===== src/rtl/mac_pkg.sv =====
// rtl/mac_pkg.sv - shared constants, state encoding and rotate helper for the MAC path
package mac_pkg;

  localparam int WORD_W = 32;

  localparam logic [1:0] S_IDLE  = 2'd0;
  localparam logic [1:0] S_ACCUM = 2'd1;
  localparam logic [1:0] S_OUT   = 2'd2;

  // Circular left rotate; a rotate of 0 returns x unchanged because x >> 32 is zero.
  function automatic logic [WORD_W-1:0] rotl32(input logic [WORD_W-1:0] x, input logic [4:0] r);
    logic [5:0] rsh;
    rsh = 6'd32 - {1'b0, r};
    return (x << r) | (x >> rsh);
  endfunction

endpackage


===== src/rtl/mac_fold_round.sv =====
// rtl/mac_fold_round.sv - one combinational keyed fold: rotl(acc ^ d, ROT) + k
module mac_fold_round
  import mac_pkg::*;
#(
  parameter int ROT = 5
) (
  input  logic [31:0] acc,
  input  logic [31:0] d,
  input  logic [31:0] k,
  output logic [31:0] next_acc
);

  localparam logic [4:0] ROT5 = 5'(ROT);

  // Pure datapath; wraps modulo 2^32 naturally through the 32-bit sum.
  always_comb begin
    next_acc = rotl32(acc ^ d, ROT5) + k;
  end

endmodule


===== src/rtl/mac_tag_accumulator.sv =====
// rtl/mac_tag_accumulator.sv - folds a word stream into a keyed MAC and emits tag plus length
module mac_tag_accumulator
  import mac_pkg::*;
#(
  parameter int          ROT       = 5,
  parameter logic [31:0] IV        = 32'h0,
  parameter int          MAX_WORDS = 256
) (
  input  logic                         clock,
  input  logic                         reset_n,
  input  logic                         start,
  input  logic [31:0]                  key,
  input  logic                         in_valid,
  output logic                         in_ready,
  input  logic [31:0]                  in_data,
  input  logic                         in_last,
  output logic                         tag_valid,
  input  logic                         tag_ready,
  output logic [31:0]                  tag_data,
  output logic [$clog2(MAX_WORDS):0]   tag_len,
  output logic                         tag_err
);

  localparam int             CW      = $clog2(MAX_WORDS) + 1;
  localparam logic [CW-1:0]  CNT_MAX = CW'(MAX_WORDS - 1);

  logic [1:0]    state;
  logic [31:0]   acc;
  logic [31:0]   kreg;
  logic [CW-1:0] cnt;
  logic [CW-1:0] cnt_next;
  logic [31:0]   next_acc;
  logic [31:0]   cnt_next_ext;
  logic          beat;
  logic          final_beat;

  mac_fold_round #(.ROT(ROT)) u_fold (
    .acc      (acc),
    .d        (in_data),
    .k        (kreg),
    .next_acc (next_acc)
  );

  // Beat qualification and the length value that a final beat would publish.
  always_comb begin
    beat         = in_valid & in_ready;
    cnt_next     = cnt + 1'b1;
    cnt_next_ext = {{(32-CW){1'b0}}, cnt_next};
    final_beat   = in_last | (cnt == CNT_MAX);
  end

  // Message FSM and all registered outputs; truncation at MAX_WORDS ends the message with tag_err set.
  always_ff @(posedge clock or negedge reset_n) begin
    if (!reset_n) begin
      state     <= S_IDLE;
      acc       <= '0;
      kreg      <= '0;
      cnt       <= '0;
      in_ready  <= 1'b0;
      tag_valid <= 1'b0;
      tag_data  <= '0;
      tag_len   <= '0;
      tag_err   <= 1'b0;
    end else begin
      case (state)
        S_IDLE: begin
          if (start) begin
            kreg     <= key;
            acc      <= key ^ IV;
            cnt      <= '0;
            in_ready <= 1'b1;
            state    <= S_ACCUM;
          end
        end
        S_ACCUM: begin
          if (beat) begin
            acc <= next_acc;
            cnt <= cnt_next;
            if (final_beat) begin
              tag_data  <= next_acc ^ cnt_next_ext;
              tag_len   <= cnt_next;
              tag_err   <= ~in_last;
              tag_valid <= 1'b1;
              in_ready  <= 1'b0;
              state     <= S_OUT;
            end
          end
        end
        S_OUT: begin
          if (tag_ready) begin
            tag_valid <= 1'b0;
            state     <= S_IDLE;
          end
        end
        default: begin
          in_ready  <= 1'b0;
          tag_valid <= 1'b0;
          state     <= S_IDLE;
        end
      endcase
    end
  end

endmodule


===== config.mk =====
export PLATFORM = sky130hd
export DESIGN_NAME = mac_tag_accumulator
export DESIGN_NICKNAME = d
export VERILOG_FILES = /design/src/rtl/mac_pkg.sv /design/src/rtl/mac_fold_round.sv /design/src/rtl/mac_tag_accumulator.sv
export SDC_FILE = /design/constraint.sdc
export NUM_CORES = 1
export LEC_CHECK = 0
export BUFFER_PORTS_ARGS = -buffer_cell sky130_fd_sc_hd__buf_2
export CAP_MARGIN = 10
export CORE_UTILIZATION = 48
export CTS_BUF_LIST = sky130_fd_sc_hd__clkbuf_8
export CTS_CLUSTER_DIAMETER = 120
export DETAILED_ROUTE_END_ITERATION = 10
export GPL_TIMING_DRIVEN = 0
export PLACE_DENSITY = 0.68
export RECOVER_POWER = 25
export SETUP_SLACK_MARGIN = 0.1
export SLEW_MARGIN = 20
export SYNTH_ARGS = -nofsm -noshare
export SYNTH_HDL_FRONTEND = slang
export SYNTH_SLANG_ARGS = --single-unit

===== constraint.sdc =====
create_clock -name clock -period 7.5 [get_ports clock]
set_input_delay 1.5 -clock clock [delete_from_list [all_inputs] [get_ports clock]]
set_output_delay 1.5 -clock clock [all_outputs]
set_load 0.05 [all_outputs]

==> results of run 1 <==
[flip-flops by register name, summed over array words and instances, names as in the netlist]
| signal | flops |
|---|---|
| acc | 32 |
| cnt | 9 |
| in_ready | 1 |
| kreg | 32 |
| state | 2 |
| tag_data | 32 |
| tag_err | 1 |
| tag_len | 9 |
| tag_valid | 1 |
[worst reg2reg max path, delay by kind of cell (launching register included)]
kind	cells	cell delay, ns
buffers and inverters	1	0.55
adders and majority gates	2	0.43
DFF	1	0.49
and+or+nand+nor	7	1.84
[worst min path at each step]
stage                         endpoint    startpoint
final                       tag_len[4]    tag_len[4]
after global routing      tag_data[23]  tag_data[23]
after CTS                 tag_data[23]  tag_data[23]
after detailed placement  tag_data[12]  tag_data[12]
after global placement    tag_data[23]  tag_data[23]
after floorplan                kreg[0]       kreg[0]
[layout by cell type, fill, tap and decap left out, types with 6 or more instances in the layout]
cell type / count
o21ai_0: 65
xnor2_1: 23
clkbuf_1: 31
a21o_1: 15
clkbuf_8: 22
nand4_1: 12
a31oi_1: 18
o31ai_1: 8
nand2_1: 212
buf_2: 117
and3_1: 9
nor3_1: 8
inv_1: 14
or3_1: 6
nor2_1: 45
xor2_1: 51
dfrtp_1: 119
a21oi_1: 50
nand3_1: 21
ha_1: 36
[power by group]
group	total [mW]	internal, mW	switching (mW)
Combinational	0.141	0.0534	0.0875
Clock	0.608	0.335	0.273
Sequential	0.650	0.646	0.00337
Total	1.40	1.03	0.364
[cell families (layout without fill, tap and decap cells)]
family	after synthesis	count (layout)	share of synthesized area
xor+xnor	74	74	0.0923
compound gates	193	193	0.165
flops	119	119	0.424
fa+ha+maj	37	37	0.0670
mux	7	7	0.0105
simple gates	339	339	0.210
buf+inv	51	197	0.0308
[cell type report]
cell class,count,area share
Buffer,40,0.0213
Clock buffer,22,0.0367
Clock inverter,10,0.0124
Inverter,11,0.00501
Multi-Input combinational cell,650,0.464
Sequential cell,119,0.361
Tap cell,180,0.0273
Timing Repair Buffer,114,0.0718
[through the flow]
stage	power [mW]	setup WS [ns]
6_report	1.40	3.38
5_1_grt	1.44	3.27
4_1_cts	1.40	3.49
3_5_place_dp	0.802	3.03
3_3_place_gp	0.800	3.04
2_1_floorplan	0.740	3.85
[routing by layer]
layer | routed length (um) | global-route usage | part of all wire
met1 | 9800 | 0.424 | 0.46
met2 | 9430 | 0.453 | 0.45
met3 | 1420 | 0.0632 | 0.067
met4 | 507 | 0.0991 | 0.024
met5 | 0 | 0 | 0
==> impl_metrics.csv, run 1 <==
group,metric,value,unit
outcome,outcome,"finished, violations left",
outcome,violations,"capacitance limit, slew limit",
layout,n_fill_cell,1348,
layout,final_cells,1146,
yosys,synthCells,820,
drt,vias_per_cell,5.65,
floorplan,dieArea,15100,um^2
yosys,ys_seq_area_frac,0.424,
setup_path,crit_family,"simple AND/OR/NAND/NOR gates",
yosys,yosys.area.top_type,"dfrtp_1",
setup_path,ff2ff_path_depth,10,
sta,period_needed,4.12,ns
place,dpl.cell_count,1114,
yosys,yosys-top-cells-count,"nand2_1, dfrtp_1, o21ai_0",
layout,area_growth,17.4,%
floorplan,ios,114,
drt,ant_nets,0,
power,power_leakage,4.35,nW
global_routing,grt.overflow.total,0,
sta,slew_viol_final,51,
clock_network,cts_tree,"done",
sta,setup_tns,0,ns
sta,holdWs,0.474,ns
global_routing,grt_max_degree,70,
place,place_congestion,0.952,
clock_network,post_cts_buffers,0,
floorplan,rows,43,
setup_path,timing.rr.end,"tag_data[22]",
sta,fin_skew,0.0117,ns
clock_network,clock_path_buffers,2,
sta,hold_viol,0,
clock_network,clock_sinks,119,
place,dp_hpwl,15.9,mm
layout,final_area,8240,um^2
yosys,yosys.area.top_type_share,0.424,
power,peakVddDrop,0.120,mV
power,power_density,170,nW/um^2
setup_path,crit_chain,"buf_2, xor2_1, ha_1, inv_1, fa_1, nand2b_1, a21oi_1, o21ai_0, nand3_1, a211oi_1, nor4_1, o31ai_1",
setup_path,critPathLaunchType,"primary input",
sta,fin_crit_sh,0.550,
clock_network,hold_buffers,0,
place,placed_area,7850,um^2
layout,final_core_util,0.585,
sta,setup_viol,0,
drt,drt_pass1_iterations,5,
floorplan,start_util,0.498,
yosys,syn_area,7020,um^2
min_path,holdPathStages,2,
yosys,yosys_register_bits,119,
yosys,synth_edf_count,0,
sta,grt_setup_unrepaired,"no",
floorplan,die_h,123,um
floorplan,die_width,123,um
yosys,syn-mean-instance-area,8.56,um^2
yosys,synth_most_common_cell,"nand2_1",
clock_network,cts_buffers,17,
drt,routed_wirelength,21.2,mm
layout,seq_area,2980,um^2
yosys,async_reset_ff_frac,1.00,
yosys,syn-num-nets,927,
setup_path,slowest_delay,0.62,ns
setup_path,rrSetupSlack,4.12,ns
clock_network,cts.htree.levels,4,
setup_path,setup.worst_path.end_class,"register",
sta,max_freq,0.243,GHz
layout,n_antenna_cell,0,
clock_network,post_cts_resized,0,
floorplan,core,14100,um^2
yosys,synth_flop_cell,"dfrtp_1",
place,io_buffers,113,
setup_path,cp.required,7.82,ns
yosys,ys_top_cells_by_area,"dfrtp_1, nand2_1, ha_1",
drt,vias,6475,
layout,drive_above_1_share,0.177,
setup_path,r2r_start,"cnt[0]",
setup_path,cp_data_arrival_time,4.44,ns
global_routing,grtUsageTotal,0.299,
clock_network,insertion_delay,0.47,ns
setup_path,cp_num_cells,12,
global_routing,antenna_found_initial,0,
yosys,yosysWarningCount,0,
sta,maxSlewHeadroom,-0.850,
setup_path,path_buf_inv,2,
global_routing,grt_pass1_vias,6109,
run,max_cap_viol_count,1,
layout,multiInputGateArea,3830,um^2
setup_path,startpoint,"in_data[27]",
setup_path,crit_fanout,4,
clock_network,ctsRootBufferMaster,"clkbuf_8",
sta,worst_pin_slew,2.78,ns
setup_path,critPathSlowestCell,"nor4_1",
min_path,hold_class,"register to register",
drt,routedWlPerCell,18.5,um
global_routing,grt_pass1_wl,32.9,mm
layout,nNetsFinal,1060,
drt,drt_iter0_drc,527,
setup_path,critPathKind,"primary input to register",
yosys,synth_cell_types,62,
clock_network,clk_pin_slew,0.07,ns
setup_path,crit_end,"acc[28]",
drt,drc,0,
Power figures use the tool's default switching activity.
==> run 2: changes to the inputs <==
- ABC_AREA: default -> 1
- PLACE_DENSITY: 0.68 -> 0.7
- clock period: 7.5 -> 3.46 ns (I/O delays scaled with it)
==> impl_metrics.csv, run 2 <==
group,metric,value,unit
outcome,outcome,"finished, violations left",
outcome,violations,"capacitance limit, slew limit",
clock_network,post_cts_buffers,0,
yosys,yosys.area.top_type_share,0.385,
place,dpl.cell_count,1412,
yosys,yosys.area.top_type,"dfrtp_1",
layout,nNetsFinal,1322,
sta,setup_viol,0,
layout,final_common_cell,"nand2_1",
layout,n_antenna_cell,0,
global_routing,grt.overflow.total,0,
global_routing,grt_pass1_vias,6823,
run,max_cap_viol_count,1,
global_routing,grt_max_degree,61,
sta,hold_viol,0,
yosys,yosysWarningCount,0,
setup_path,rrSetupSlack,0.86,ns
setup_path,setup.worst_path.end_class,"register",
yosys,ys_top_cells_by_area,"dfrtp_1, nand2_1, inv_1",
layout,final_cells,1444,
clock_network,cts.htree.levels,4,
place,dp_hpwl,17.7,mm
sta,grt_setup_unrepaired,"no",
drt,vias,7202,
clock_network,clock_sinks,119,
setup_path,cp.required,3.82,ns
place,place_ws,0.496,ns
yosys,synth_most_common_cell,"nand2_1",
yosys,syn-mean-instance-area,7.15,um^2
setup_path,ff2ff_path_depth,14,
drt,ant_nets,0,
min_path,holdPathStages,2,
clock_network,clk_pin_slew,0.08,ns
drt,vias_per_cell,4.99,
clock_network,insertion_delay,0.47,ns
yosys,synth_cell_types,38,
global_routing,grtUsageTotal,0.288,
setup_path,critPathKind,"register to register",
yosys,async_reset_ff_frac,1.00,
clock_network,post_cts_resized,0,
setup_path,cp_data_arrival_time,2.95,ns
yosys,synth_flop_cell,"dfrtp_1",
clock_network,hold_buffers,0,
sta,worst_pin_slew,1.60,ns
yosys,ys_seq_area_frac,0.385,
place,place_congestion,0.944,
sta,slew_viol_final,60,
yosys,synthCells,1082,
yosys,syn_area,7740,um^2
sta,fin_crit_sh,0.751,
sta,setup_tns,0,ns
sta,fin_skew,0.0145,ns
setup_path,critPathLaunchType,"register",
layout,layout_common_cells,"nand2_1, inv_1, buf_2, dfrtp_1, nor2_1",
floorplan,die_width,129,um
sta,layout_setup_ws,0.861,ns
floorplan,rows,46,
sta,max_freq,0.385,GHz
layout,area_growth,16.7,%
clock_network,ctsRootBufferMaster,"clkbuf_8",
place,io_buffers,113,
sta,maxSlewHeadroom,-0.0656,
drt,drc,0,
floorplan,ios,114,
layout,drive_above_1_share,0.177,
yosys,synth_edf_count,0,
clock_network,clock_path_buffers,2,
layout,reg_top3,"acc x32, kreg x32, tag_data x32",
drt,drt_iter0_drc,581,
global_routing,antenna_found_initial,0,
yosys,yosys_register_bits,119,
sta,period_needed,2.60,ns
drt,routed_wirelength,22.6,mm
min_path,hold_class,"primary input to register",
floorplan,start_util,0.489,
yosys,yosys-top-cells-count,"nand2_1, inv_1, dfrtp_1",
floorplan,core,15800,um^2
setup_path,crit_fanout,4,
yosys,syn-num-nets,1189,
floorplan,die_h,129,um
clock_network,cts_buffers,17,
floorplan,dieArea,16600,um^2
clock_network,cts_tree,"done",
drt,drt_pass1_iterations,5,
global_routing,grt_pass1_wl,35.5,mm
drt,routedWlPerCell,15.7,um
run 2: worst max-delay path, stage by stage, from the launching register on:
cell	delay, ns
dfrtp_1	0.39
xor2_1	0.17
ha_1	0.26
inv_1	0.07
fa_1	0.41
inv_1	0.10
nand3_1	0.08
nand2_2	0.12
nand3_1	0.08
nand3b_1	0.22
nand2_1	0.11
nand3_1	0.12
nand3_1	0.17
nand2_1	0.12
nand2_1	0.06
run 2: metrics by stage:
stage / hold WS (ns) / utilization / area [um^2]
6_report: 0.430 / 0.571 / 9030
5_1_grt: 0.432 / 0.571 / 9030
4_1_cts: 0.217 / 0.571 / 9040
3_5_place_dp: 0.459 / 0.544 / 8610
3_3_place_gp: 0.452 / 0.542 / 8580
2_1_floorplan: 0.396 / - / 7740
run 2: logic make-up (layout without fill, tap and decap cells):
logic type	after synthesis	after routing	share of synthesized area
fa+ha+maj	37	37	0.0608
buf+inv	182	328	0.0920
flops	119	119	0.385
compound gates	119	119	0.0813
mux	15	15	0.0218
xor+xnor	56	56	0.0663
simple gates	554	554	0.293
run 2: final timing paths:
check / startpoint / to
min in group asynchronous: reset_n / tag_data[27]
setup / recovery: acc[27] / acc[28]
hold reg to reg: tag_len[8] / tag_len[8]
hold / removal: in_last / tag_err
setup reg to reg: acc[27] / acc[28]
max in group asynchronous: reset_n / acc[28]
run 2: cell type report:
type	count	area (um^2)
timing repair buffer	114	593
tap	216	270
multi-input combinational	781	4050
clock buffer	19	262
fill	1581	6800
buffer	27	128
inverter	155	584
clock inverter	13	168
sequential	119	2980
run 2: routing by layer:
| layer | vias up | routed length, um | GRT usage |
|---|---|---|---|
| met3 | 38 | 1340 | 0.0482 |
| met5 | - | 0 | 0 |
| met1 | 3321 | 10900 | 0.415 |
| met4 | 0 | 559 | 0.104 |
| met2 | 236 | 9810 | 0.436 |
| li1 | 3607 | - | - |
Power of run 2 is left out: the tool's default activity adds up to more than one toggle a clock period on the data nets, which glitch-free logic cannot reach.
